`src/rtl/controlador_tampador_pkg.sv`:
```
// Shared types and default constants for the cap-station controller.
package controlador_tampador_pkg;

  typedef enum logic [2:0] {
    IDLE  = 3'd0,
    CHECK = 3'd1,
    CAP   = 3'd2,
    REQ   = 3'd3,
    SAIDA = 3'd4,
    FALHA = 3'd5
  } estado_t;

  localparam int DEB_N_DEF       = 3;
  localparam int T_TAMPA_DEF     = 4;
  localparam int T_REPOSICAO_DEF = 1000;
  localparam int W_CONT_DEF      = 8;

  function automatic int maximo(input int a, input int b);
    return (a > b) ? a : b;
  endfunction

endpackage

```
`src/rtl/controlador_tampador_debouncer_sinc.sv`:
```
// Synchronous debouncer: accepts a new level after DEB_N consecutive differing samples.
module debouncer_sinc
  import controlador_tampador_pkg::*;
#(
  parameter int DEB_N = DEB_N_DEF
) (
  input  logic clk,
  input  logic rst,
  input  logic bruto,
  output logic g_f,
  output logic g_rise
);

  localparam int CW = (DEB_N < 2) ? 1 : $clog2(DEB_N + 1);

  logic [CW-1:0] corrida;
  logic          aceita;

  assign aceita = (bruto != g_f) && (corrida == CW'(DEB_N - 1));

  always_ff @(posedge clk) begin
    if (rst) begin
      g_f     <= 1'b0;
      g_rise  <= 1'b0;
      corrida <= '0;
    end else begin
      g_rise <= aceita && bruto;
      // Any sample equal to the filtered level restarts the run.
      if (bruto == g_f) begin
        corrida <= '0;
      end else if (aceita) begin
        g_f     <= bruto;
        corrida <= '0;
      end else begin
        corrida <= corrida + 1'b1;
      end
    end
  end

endmodule

```
`src/rtl/controlador_tampador.sv`:
```
// Cap-station controller: stops the conveyor per bottle, caps it or requests stock.
module controlador_tampador
  import controlador_tampador_pkg::*;
#(
  parameter int DEB_N       = DEB_N_DEF,
  parameter int T_TAMPA     = T_TAMPA_DEF,
  parameter int T_REPOSICAO = T_REPOSICAO_DEF,
  parameter int W_CONT      = W_CONT_DEF
) (
  input  logic              CK,
  input  logic              RST,
  input  logic              garrafa,
  input  logic              TemR,
  output logic              Tampar,
  output logic              adicionar,
  output logic              esteira,
  output logic              alarme,
  output logic [W_CONT-1:0] contagem
);

  localparam int TW = $clog2(maximo(T_TAMPA, T_REPOSICAO) + 1);

  estado_t       estado, prox;
  logic [TW-1:0] tmr;
  logic          g_f, g_rise;

  debouncer_sinc #(.DEB_N(DEB_N)) u_deb (
    .clk    (CK),
    .rst    (RST),
    .bruto  (garrafa),
    .g_f    (g_f),
    .g_rise (g_rise)
  );

  always_comb begin
    prox = estado;
    case (estado)
      IDLE:    if (g_rise) prox = CHECK;
      CHECK:   prox = TemR ? CAP : REQ;
      CAP:     if (tmr == TW'(T_TAMPA - 1)) prox = SAIDA;
      // Stock arriving on the timeout cycle still wins.
      REQ: begin
        if (TemR)                              prox = CAP;
        else if (tmr == TW'(T_REPOSICAO - 1)) prox = FALHA;
      end
      SAIDA:   if (!g_f) prox = IDLE;
      FALHA:   prox = FALHA;
      default: prox = IDLE;
    endcase
  end

  always_ff @(posedge CK) begin
    if (RST) begin
      estado    <= IDLE;
      tmr       <= '0;
      Tampar    <= 1'b0;
      adicionar <= 1'b0;
      esteira   <= 1'b1;
      alarme    <= 1'b0;
      contagem  <= '0;
    end else begin
      estado <= prox;
      // Timer restarts on every state change so each timed state counts from 0.
      if (prox != estado || !(estado == CAP || estado == REQ))
        tmr <= '0;
      else
        tmr <= tmr + 1'b1;
      Tampar    <= (prox == CAP) && (estado != CAP);
      adicionar <= (prox == REQ);
      esteira   <= (prox == IDLE) || (prox == SAIDA);
      alarme    <= (prox == FALHA);
      if (estado == CAP && prox == SAIDA && contagem != '1)
        contagem <= contagem + 1'b1;
    end
  end

endmodule

```
`config.mk`:
```
export PLATFORM = sky130hd
export DESIGN_NAME = controlador_tampador
export DESIGN_NICKNAME = d
export VERILOG_FILES = /design/src/rtl/controlador_tampador_pkg.sv /design/src/rtl/controlador_tampador_debouncer_sinc.sv /design/src/rtl/controlador_tampador.sv
export SDC_FILE = /design/constraint.sdc
export NUM_CORES = 1
export LEC_CHECK = 0
export ABC_AREA = 1
export ABC_CLOCK_PERIOD_IN_PS = 2350
export CAP_MARGIN = 20
export CORE_ASPECT_RATIO = 0.6
export CORE_MARGIN = 2
export CORE_UTILIZATION = 40
export DETAILED_ROUTE_END_ITERATION = 7
export GPL_TIMING_DRIVEN = 0
export SYNTH_ARGS = -nofsm -noshare
export SYNTH_HDL_FRONTEND = slang
export SYNTH_SLANG_ARGS = --single-unit
```
`constraint.sdc`:
```
create_clock -name CK -period 2.35 [get_ports CK]
set_input_delay 0.5875 -clock CK [delete_from_list [all_inputs] [get_ports CK]]
set_output_delay 0.5875 -clock CK [all_outputs]
set_load 0.02 [all_outputs]
```
# Word-level counts from Yosys, hierarchy flattened

Cells that the tools add are included.

Word-level logic and storage cells: 52
Register bits: 29
Output and inout bits: 12
Input bits: 4

Reductions and logical operators: 14
Bitwise operators: 1
Add/subtract/negate cells: 3
Equal/unequal tests: 17
Multiplexer cells: 7

Operator list:

| operator                                             | number |
|---|---|
| one-hot mux 3 bit (6 select lines)                   | 1 |
| two-way mux 3 bit                                    | 5 |
| equality test 3 x 2 -> 1 bit, second input constant  | 4 |
| equality test 3 bit, second input constant           | 4 |
| adder 10 x 1 -> 10 bit, second input constant        | 1 |
| equality test 10 bit, second input constant          | 1 |
| equality test 10 x 2 -> 1 bit, second input constant | 1 |
| adder 8 x 1 -> 8 bit, second input constant          | 1 |
| != test 8 bit, second input constant                 | 1 |
| logical NOT 3 bit                                    | 2 |
| logical AND 1 bit                                    | 5 |
| equality test 3 x 1 -> 1 bit, second input constant  | 1 |
| logical OR 1 bit                                     | 3 |
| != test 3 x 2 -> 1 bit, second input constant        | 1 |
| != test 3 bit                                        | 1 |
| OR reduction 3 bit                                   | 1 |
| adder 2 x 1 -> 2 bit, second input constant          | 1 |
| equality test 2 bit, second input constant           | 1 |
| AND reduction 2 bit                                  | 1 |
| OR reduction 2 bit                                   | 1 |
| equality test 1 bit                                  | 1 |
| logical NOT 1 bit                                    | 1 |
| two-way mux 1 bit                                    | 1 |
| != test 1 bit                                        | 1 |
| inverter 1 bit                                       | 1 |

# Longest topological paths before layout

Word-level depth: 7
Depth in mapped cells: 9
Mapped depth without buffers: 9

# Modules after synthesis

Synthesis repeated with hierarchy kept, for this count alone.

Cells, all modules: 201
Area, all modules: 1,465.2 µm²

Modules (own cells, without submodules):

| module               | area an instance (µm²) | instances | cells an instance | seq. area each (µm²) |
|---|---|---|---|---|
| controlador_tampador | 1,305.0                | 1         | 181               | 500.5 |
| debouncer_sinc       | 160.2                  | 1         | 20                | 80.1 |

# Least setup slack after synthesis

No wires, ideal clock.

Kind: flip-flop to flip-flop
Start point: register contagem[1]
End point: register contagem[2]
Path buffers: 0
Cell stages (with the launch flop): 8
Arrival: 1.353 ns
Library setup time: 0.070 ns
Period minus slack after synthesis: 1.423 ns
Slack: 0.927 ns
Data required time: 2.280 ns
Cell sequence: dfxtp_1 > ha_1 > nand2_1 > inv_1 > nand3_4 > nand4_4 > nand2_1 > a21oi_1

Cells in the longest elaborated chain, start to end: 2
Elaborated cells on any way between the ends: 3
Those cells by class: add/sub (1); eq/ne (1); reduce/logical (1)

Ends and longest elaborated chain:

| what                                                                         | line                       | source |
|---|---|---|
| from (decl)                                                                  | controlador_tampador.sv:18 | `output logic [W_CONT-1:0] contagem` |
| from (signal assigned)                                                       | controlador_tampador.sv:73 | `contagem <= contagem + 1'b1;` |
| parallel branches: the longest is 2 deep, another holds adder 8 x 1 -> 8 bit | -                          |  |

Parallel ways; which one is timed is not known.
A chain may end at the register's enable or synchronous reset.

# Worst setup path after layout

Start point: register contagem[2]
End point: output port contagem[2]

No word-level cell between the ends.

==> results_dict.tcl <==
set metrics [dict create \
    cts_tree "yes" \
    synth_common_cells "39 x nand2_1, 29 x dfxtp_1, 21 x inv_1" \
    synth_top_cell_by_area "dfxtp_1" \
    grt_pass1_vias 1100 \
    n_antenna_cell 0 \
    drt-total-wl_um 2970 \
    endpoint "contagem[2]" \
    clkTransAtPathRegs_ps 50 \
    min_period_ps 1930 \
    clock_path_buffers 2 \
    finalClockSkew_ps 7.64 \
    ys_seq_area_share_pct 40.0 \
    busiest_layer "met1" \
    insertion_delay_ps 280 \
    sequentialPowerShare_pct 53.7 \
    worst-path-stages 1 \
    yosysWarnings 0 \
    cp.required_ps 1760 \
    timing.rr.start "tmr[0]$_SDFF_PP0_" \
    cts_buffers 5 \
    grt_max_degree 11 \
    arrival_ps 1340 \
    use_met2_pct 21.1 \
    grt_use_met1_pct 25.9 \
    die_y_um 50.7 \
    timing.rr.end "tmr[2]$_SDFF_PP0_" \
    rsz0062_at_grt "no" \
    finalPower_mw 0.923 \
    rrSetupSlack_ps 740 \
    start_util_pct 43.2 \
    p_clk_share_pct 43.5 \
    die-area_um2 4150 \
    coreArea_um2 3360 \
    wire_per_inst_um 11.7 \
    cts_hold_buf 0 \
    via_count 1261 \
    yosysTopAreaCellShare_pct 40.0 \
    fin_crit_sh_pct 82.0 \
    grt_pass1_wl_um 5120 \
    crit_family "buffers and inverters" \
    chipWidth_um 81.8 \
    hold_viol 0 \
    p_leak_nw 0.651 \
    critPathSlowestCell "clkdlybuf4s50_1" \
    status "finished, final reports clean" \
    cts_resized 0 \
    cts_sinks 29 \
    drive_gt1_share_pct 10.0 \
    p_comb_share_pct 2.7 \
    ios 16 \
    drt_iter0_markers 44 \
    avgSynthCellArea_um2 7.77 \
    globalRouteTotalUtil_pct 16.8 \
    p_int_mw 0.735 \
    maxSlewHeadroom_pct 66.0 \
    async_flop_share_pct 0 \
    critPathLaunchType "register" \
    netlist_area_um2 1450 \
    rows 16 \
    nets 216 \
    hp-start "u_deb.corrida[0]$_SDFF_PP0_" \
    setup-tns-final_ps 0 \
    io_buffers 15 \
    htreeDepth 2 \
    p_per_area_nw_per_um2 529 \
    firstDrtPassIters 4 \
    synth_edf_count 0 \
    critPathLaunch "contagem[2]$_SDFFE_PP0P_" \
    end_kind "output port" \
    vias_per_cell 4.96 \
    hpwl_um 2290 \
    ys_top_cells_by_area "dfxtp_1 40%, nand2_1 10%, inv_1 5.4%" \
    cp_max_fo 6 \
    synthToLayoutAreaGrowth_pct 20.2 \
    cp_cell_sequence "clkdlybuf4s50_1" \
    postCtsSetupRepairBufs 0 \
    overflow 0 \
    r2r_cells 8 \
    ys_seq_elements 29 \
    antenna_found_initial 0 \
    synth_most_common_cell "nand2_1" \
    gp_congestion 0.870 \
    maxCapViolations 0 \
    drc 0 \
    synthFlopType "dfxtp_1" \
    synth_fp_nets 194 \
    drtAntennaViolNets 0 \
    drv_slew 0 \
    yosysUniqueCellTypes 27 \
    setup_viol 0 \
    peakVddDrop_mv 0.358 \
    worst_pin_slew_ps 509 \
    grtUsageMet3_pct 5.94 \
    power.switching_mw 0.188 \
    max_freq_mhz 519 \
    cpPeakStageDelay_ps 650 \
    synth_cells 187 \
    sw_frac_of_total_pct 20.4 \
    hold_class "reg2reg" \
    critPathKind "reg2out" \
    clock-root-buffer "clkbuf_8" \
    path_buf_inv 1 \
]
## layout make-up
class / instances / area, µm²
flip-flops and latches: 29 / 581
fillers: 314 / 1620
clock buffers: 7 / 86.3
repair buffers: 15 / 150
multi-input cells: 133 / 778
well taps: 45 / 56.3
inverters: 23 / 86.3
plain buffers: 2 / 7.51
## kinds of logic after synthesis
kind of cell	share of synthesized area, %
AO/OA/AOI/OAI	7.15
XOR/XNOR	6.03
adder cells (fa/ha/maj)	2.58
buffers and inverters	6.46
flip-flops	40.0
AND/OR/NAND/NOR	37.8
## worst min-delay path by stage
stage	slack (ps)	depth (start not counted)	to
finish	410	1	u_deb.corrida[0]$_SDFF_PP0_
CTS	410	1	u_deb.corrida[0]$_SDFF_PP0_
detailed placement	410	1	u_deb.corrida[0]$_SDFF_PP0_
floorplan	390	1	u_deb.corrida[0]$_SDFF_PP0_
global route	440	1	u_deb.corrida[0]$_SDFF_PP0_
global placement	400	1	u_deb.corrida[0]$_SDFF_PP0_
## layer usage
metal / wire (µm) / part of all wire (%)
met1: 1720 / 58
met2: 1070 / 36
met3: 181 / 6.1
met4: 0 / 0
met5: 0 / 0
## sequential cells by signal, summed over array words and instances (netlist names)
| name | flops |
|---|---|
| tmr | 10 |
| contagem | 8 |
| estado | 3 |
| u_deb.corrida | 2 |
| Tampar | 1 |
| adicionar | 1 |
| alarme | 1 |
| esteira | 1 |
| u_deb.g_f | 1 |
| u_deb.g_rise | 1 |
## power by group through the flow
stage	sequential, mW	combinational (mW)	clock [mW]
5_1_grt	0.496	0.0286	0.432
2_1_floorplan	0.507	0.0128	0
6_report	0.496	0.0251	0.402
3_3_place_gp	0.507	0.0244	0
4_1_cts	0.496	0.0252	0.415
3_5_place_dp	0.507	0.0251	0
## stage by stage
step / std cells / setup slack [ps] / hold WS (ps) / instance area (µm²) / utilization, %
2_1_floorplan: 187 / 927 / 392 / 1450 / -
6_report: 254 / 424 / 410 / 1750 / 51.9
5_1_grt: 254 / 363 / 438 / 1750 / 51.9
3_3_place_gp: 247 / 435 / 400 / 1660 / 49.3
4_1_cts: 254 / 414 / 414 / 1750 / 51.9
3_5_place_dp: 247 / 402 / 406 / 1660 / 49.3
## cell usage in the layout (no fill, tap or decap), types with 3 or more instances in the layout
cell type / instances
ha_1: 3
nor2_1: 18
nand3_1: 10
nand2_1: 39
nor3_1: 10
dfxtp_1: 29
xor2_1: 8
clkbuf_8: 6
clkdlybuf4s50_1: 15
a21oi_1: 12
o21ai_0: 3
clkbuf_1: 3
nand4_1: 9
inv_1: 21
Power figures use the tool's default switching activity.
